===== src/rtl/instr_fetch.sv =====
// Instruction fetch unit: requests one word at pc, holds it for decode until retire,
// then advances pc by sequential, branch or jump rules. A stalled memory ends in a sticky error.
module instr_fetch #(
    parameter logic [31:0] RESET_PC = 32'h0000_0000,
    parameter int unsigned TIMEOUT  = 16
) (
    input  logic        clk,
    input  logic        rst_n,
    output logic        imem_req,
    output logic [31:0] imem_addr,
    input  logic        imem_valid,
    input  logic [31:0] imem_rdata,
    input  logic        stall,
    input  logic        branch_taken,
    input  logic        jump,
    output logic [31:0] instr,
    output logic        instr_valid,
    output logic [31:0] pc,
    output logic [31:0] pc_plus4,
    output logic        fetch_err
);

    typedef enum logic [1:0] {IDLE, REQ, HOLD, ERR} state_t;

    // A miss in the REQ cycle whose counter already holds TIMEOUT-1 is the TIMEOUT-th miss.
    localparam logic [15:0] WAIT_LAST = 16'(TIMEOUT - 1);

    state_t      state_reg, state_next;
    logic [31:0] pc_reg, pc_next;
    logic [31:0] instr_reg, instr_next;
    logic [15:0] wait_reg, wait_next;
    logic [31:0] branch_target, jump_target;

    assign pc_plus4      = pc_reg + 32'd4;
    assign branch_target = pc_plus4 + {{14{instr_reg[15]}}, instr_reg[15:0], 2'b00};
    assign jump_target   = {pc_plus4[31:28], instr_reg[25:0], 2'b00};

    assign imem_req    = (state_reg == REQ);
    assign imem_addr   = pc_reg;
    assign instr_valid = (state_reg == HOLD);
    assign fetch_err   = (state_reg == ERR);
    assign pc          = pc_reg;
    assign instr       = instr_reg;

    always_comb begin
        state_next = state_reg;
        pc_next    = pc_reg;
        instr_next = instr_reg;
        wait_next  = wait_reg;
        case (state_reg)
            IDLE: begin
                state_next = REQ;
                wait_next  = '0;
            end
            REQ: begin
                if (imem_valid) begin
                    instr_next = imem_rdata;
                    state_next = HOLD;
                end else begin
                    wait_next = wait_reg + 16'd1;
                    if (wait_reg == WAIT_LAST) begin
                        state_next = ERR;
                    end
                end
            end
            HOLD: begin
                if (!stall) begin
                    if (jump) begin
                        pc_next = jump_target;
                    end else if (branch_taken) begin
                        pc_next = branch_target;
                    end else begin
                        pc_next = pc_plus4;
                    end
                    state_next = REQ;
                    wait_next  = '0;
                end
            end
            ERR: begin
                state_next = ERR;
            end
            default: begin
                state_next = IDLE;
            end
        endcase
    end

    always_ff @(posedge clk or negedge rst_n) begin
        if (!rst_n) begin
            state_reg <= IDLE;
            pc_reg    <= RESET_PC;
            instr_reg <= '0;
            wait_reg  <= '0;
        end else begin
            state_reg <= state_next;
            pc_reg    <= pc_next;
            instr_reg <= instr_next;
            wait_reg  <= wait_next;
        end
    end

endmodule


===== config.mk =====
export PLATFORM = sky130hd
export DESIGN_NAME = instr_fetch
export DESIGN_NICKNAME = d
export VERILOG_FILES = /design/src/rtl/instr_fetch.sv
export SDC_FILE = /design/constraint.sdc
export NUM_CORES = 1
export LEC_CHECK = 0
export CORE_MARGIN = 2
export CORE_UTILIZATION = 35
export DETAILED_ROUTE_END_ITERATION = 10
export PLACE_DENSITY_LB_ADDON = 0.2
export SLEW_MARGIN = 20
export SYNTH_ARGS = -nofsm -noshare
export SYNTH_HDL_FRONTEND = slang
export SYNTH_SLANG_ARGS = --single-unit

===== constraint.sdc =====
create_clock -name clk -period 5.6 [get_ports clk]
set_input_delay 1.12 -clock clk [delete_from_list [all_inputs] [get_ports clk]]
set_output_delay 1.12 -clock clk [all_outputs]
set_load 0.02 [all_outputs]

**Word-level counts from Yosys, hierarchy flattened**

Cells that the tools add are included.

- $add $sub $neg: 3
- Eq/ne operators: 7
- Mux-type cells: 9
- Bitwise gates (word level): 1
- Reductions and logical operators: 6

Operator list:

| operator | count |
|---|---|
| 2-to-1 mux 32 bit | 2 |
| case mux 16 bit (3 select lines) | 1 |
| adder 32 x 3 -> 32 bit (second input constant) | 1 |
| adder 32 bit | 1 |
| 2-to-1 mux 16 bit | 2 |
| adder 16 x 1 -> 16 bit (second input constant) | 1 |
| equality test 16 x 4 -> 1 bit (second input constant) | 1 |
| case mux 2 bit (4 select lines) | 1 |
| 2-to-1 mux 2 bit | 3 |
| AND reduction 2 bit | 3 |
| equality test 2 bit (second input constant) | 2 |
| != test 2 bit (second input constant) | 2 |
| != test 3 x 1 -> 1 bit (second input constant) | 1 |
| AND reduction 3 bit | 1 |
| nonzero test 3 bit | 1 |
| equality test 2 x 1 -> 1 bit (second input constant) | 1 |
| zero test 2 bit | 1 |
| inverter 1 bit | 1 |

- Register bits after elaboration: 82
- Bits of input ports: 38
- Output and inout bits: 131
- Logic and storage cells: 30

**Logic depth before layout (Yosys ltp)**

- Depth after elaboration: 4
- Gate-level depth with buffers: 15

**Worst setup path after synthesis**

No wires, ideal clock.

- Path kind: register to register
- Start point: register pc_reg[3] (netlist: imem_addr[3])
- End point: register pc_reg[31] (netlist: imem_addr[31])
- Library setup time: 0.072 ns
- Arrival: 3.965 ns
- Setup slack: 1.564 ns
- Stages on the path, launching flop included: 15
- Clock period less this slack: 4.036 ns
- Cells stage by stage: dfrtp_1 ha_1 nand4_1 nor3_1 nand4_1 xnor2_1 ha_1 a21oi_1 o21ai_0 a211oi_1 a31oi_2 o2111a_1 o21a_1 or4b_1 nand3_1

- Cells in the longest elaborated chain, start to end: 4

RTL lines:

| item | line | RTL |
|---|---|---|
| start: declaration | 29 | `logic [31:0] pc_reg, pc_next;` |
| start signal: assignment | 96 | `pc_reg <= pc_next;` |
| adder 32 x 3 -> 32 bit | 34 | `assign pc_plus4 = pc_reg + 32'd4;` |
| via pc_plus4[14] | 19 | `output logic [31:0] pc_plus4,` |
| adder 32 bit | 35 | `assign branch_target = pc_plus4 + {{14{instr_reg[15]}}, instr_reg[15:0], 2'b00};` |
| 2-to-1 mux 32 bit | 70 | `end else if (branch_taken) begin` |
| 2-to-1 mux 32 bit | 68 | `if (jump) begin` |

The timed path passes the listed nets, and every way through them passes these cells.
A chain may end at the register's enable or synchronous reset.

**Final worst setup path**

- Start point: register pc_reg[11] (netlist: imem_addr[11])
- End point: output port pc_plus4[29]

- Cells in the longest elaborated chain, start to end: 1

RTL lines:

| item | line |
|---|---|
| adder 32 x 3 -> 32 bit | 34 |
| end: declaration | 19 |

Every way passes these cells.

==> out/metrics.yaml <==
dp_hpwl_mm: 13.9
synth_cells: 706
cts_tree: "yes"
numClockSinks: 80
path_cells: "and4_1 > and4_1 > nand4_1 > nor3_1 > xor2_1 > clkdlybuf4s50_1"
antenna_found_initial: 0
cap_violations: 0
grt_max_degree: 55
seq_area_mm2: 0.00200
largest_register_ffs: 32
drtPass1Iterations: 4
drc: 0
path_buf_inv: 1
cts_resized: 0
multi_input_area_mm2: 0.00380
holdCritPathClass: "register to register"
yosysTopAreaCellShare_pct: 32.3
grt_pass1_wl_mm: 29.2
wl_mm: 18.8
crit_arrival_ps: 3150
avgViaCountPerCell: 5.32
layout-drive-gt1-share_pct: 8.71
antennaDiodeCount: 0
relSlewSlack_pct: 48.5
worstRegToRegCells: 14
synth-main-ff-cell: "dfrtp_1"
rr_startpoint: "imem_addr[2]$_DFFE_PN0P_"
slew_viol_final: 0
synth.cell_area_mm2: 0.00619
cts-root-buf: "clkbuf_16"
end_kind: "output port"
cp_max_fo: 8
post-cts-setup-buffers: 0
ys_ff_latch: 80
h-tree-depth: 3
gp_congestion: 0.859
status: "completed"
reg2reg_setup_slack_ps: 1330
core_area_mm2: 0.0173
worstHoldEndpoint: "instr[27]$_DFFE_PN0P_"
worstHoldPathCells: 1
cp_slowest_cell: "clkdlybuf4s50_1"
cp_common_cell: "and4_1"
postSynthAreaPerCell_um2: 8.77
grt_usage_pct: 20.2
nets: 909
hold_viol: 0
peakVddDrop_v: 0.000347
clkTransAtPathRegs_ps: 60
setup_viol: 0
die_w_um: 137
final.setup_skew_ps: 8.26
synthTopCellsByCount: "80 x dfrtp_1, 79 x nand2_1, 52 x nor2_1, 43 x a21oi_1, 43 x o21ai_0"
fp-row-count: 48
fin_setup_tns_ps: 0
yosysSeqAreaShare_pct: 32.3
fmax_mhz: 234
fill_cells: 1734
io_buffers: 162
period_needed_ps: 4270
syn2layout_area_growth_pct: 31.0
synth_top_cells_by_area: "dfrtp_1 32%, ha_1 7.5%, mux2_2 6.0%"
ioPinCount: 169
grt-ovfl-total: 0
yosysTopAreaCell: "dfrtp_1"
cp_top_family: "simple AND/OR/NAND/NOR gates"
worstReg2RegEnd: "imem_addr[31]$_DFFE_PN0P_"
clk_latency_ps: 360
hold_start: "instr[27]$_DFFE_PN0P_"
critPathRequiredTime_ps: 4480
max_stage_delay_ps: 650
p_leak_nw: 3.48
p_per_area_mw_per_mm2: 652
ant_nets: 0
ctsHoldBuffers: 0
fin_crit_sh_pct: 76.3
die_h_um: 137
grt_setup_unrepaired: "no"
drt-wirelength-per-cell_um: 17.7
synth.distinct_cells: 67
drt_iter0_drc: 325
vias: 5650
dieArea_mm2: 0.0188
cts_buffers: 9
async_reset_ff_share_pct: 100
criticalPathCategory: "register to output port"
grt_pass1_vias: 5301
ys_warn_count: 0
crit_path_start_kind: "register"
start_util_pct: 35.8
yosysMostFrequentCell: "dfrtp_1"
power_mw: 5.29
synth_edf_count: 0
worst_pin_slew_ps: 770
clk_path_buf_depth: 2
-- per-layer routing --
layer	vias up	track usage, %	wire length, um
met5	-	0	0
met4	0	6.13	267
met3	15	3.44	845
met2	142	30.2	8340
met1	2719	29.7	9330
li1	2774	-	-
-- kinds of logic after synthesis --
logic type	synth area share [%]
other	0.0605
xor gates and xnor gates	7.92
and+or+nand+nor	19.1
buffers and inverters	6.75
adders and majority gates	7.80
AOI/OAI and AO/OA	19.1
DFF	32.3
muxes	6.97
-- worst max path at each step --
stage                               from                         to  slack (ps)  cells past startpoint
4_1_cts        imem_addr[11]$_DFFE_PN0P_               pc_plus4[29]        1350                      6
5_1_grt         imem_addr[3]$_DFFE_PN0P_  imem_addr[31]$_DFFE_PN0P_        1020                     14
3_3_place_gp    imem_addr[3]$_DFFE_PN0P_  imem_addr[31]$_DFFE_PN0P_        1460                     14
2_1_floorplan   imem_addr[3]$_DFFE_PN0P_  imem_addr[31]$_DFFE_PN0P_        1560                     14
6_report       imem_addr[11]$_DFFE_PN0P_               pc_plus4[29]        1330                      6
3_5_place_dp    imem_addr[2]$_DFFE_PN0P_  imem_addr[31]$_DFFE_PN0P_        1410                     14
-- per-stage QoR --
step                setup slack [ps]  hold slack, ps  instances  util, %  cell area [um^2]
floorplan                       1560             506        711        -              6210
global placement                1460             490       1047     45.2              7820
detailed placement              1410             492       1047     45.2              7820
CTS                             1350             508       1063     46.9              8110
global route                    1020             520       1063     46.9              8110
finish                          1330             506       1063     46.9              8110
-- cell usage in the layout, fill, tap and decap left out, drive strengths merged, types with 3 or more instances in the layout --
cell	instances
clkdlybuf4s50	161
dfrtp	80
nand2	79
nor2	52
o21ai	47
a21oi	45
ha	37
mux2	33
xor2	29
xnor2	27
nand3	22
and3	16
nand4	14
nor3	13
inv	13
clkbuf	12
and2	11
a211oi	11
o21bai	10
buf	10
a21o	10
a31oi	9
o211ai	8
and4	7
or3	7
mux2i	6
conb	6
nor4	6
o21a	5
nand2b	4
nor2b	4
a22oi	3
o311ai	3
a2bb2oi	3
a21boi	3
-- worst reg2reg max path: stages (launching register included) --
cell and delay, ps:
dfrtp_1 410, ha_1 230, nand4_1 280, nor3_1 590, nand4_1 190, xnor2_1 270, ha_1 340, a21oi_1 170
o21ai_0 110, a211oi_1 320, a31oi_2 210, o2111a_1 310, o21a_1 180, or4b_1 510, nand3_1 100
-- power breakdown --
part / internal, mW / total [mW] / switching (mW)
clock network: 0.359 / 0.614 / 0.255
registers: 0.801 / 1.11 / 0.312
logic: 1.61 / 3.56 / 1.95
-- layout make-up --
cell class,count,area share (%)
tap,225,3.47
timing repair buffer,171,20.8
clock inverter,4,0.632
clock buffer,12,3.04
multi-input combinational,558,46.8
sequential,80,24.7
inverter,13,0.601
Power figures use the tool's default switching activity.
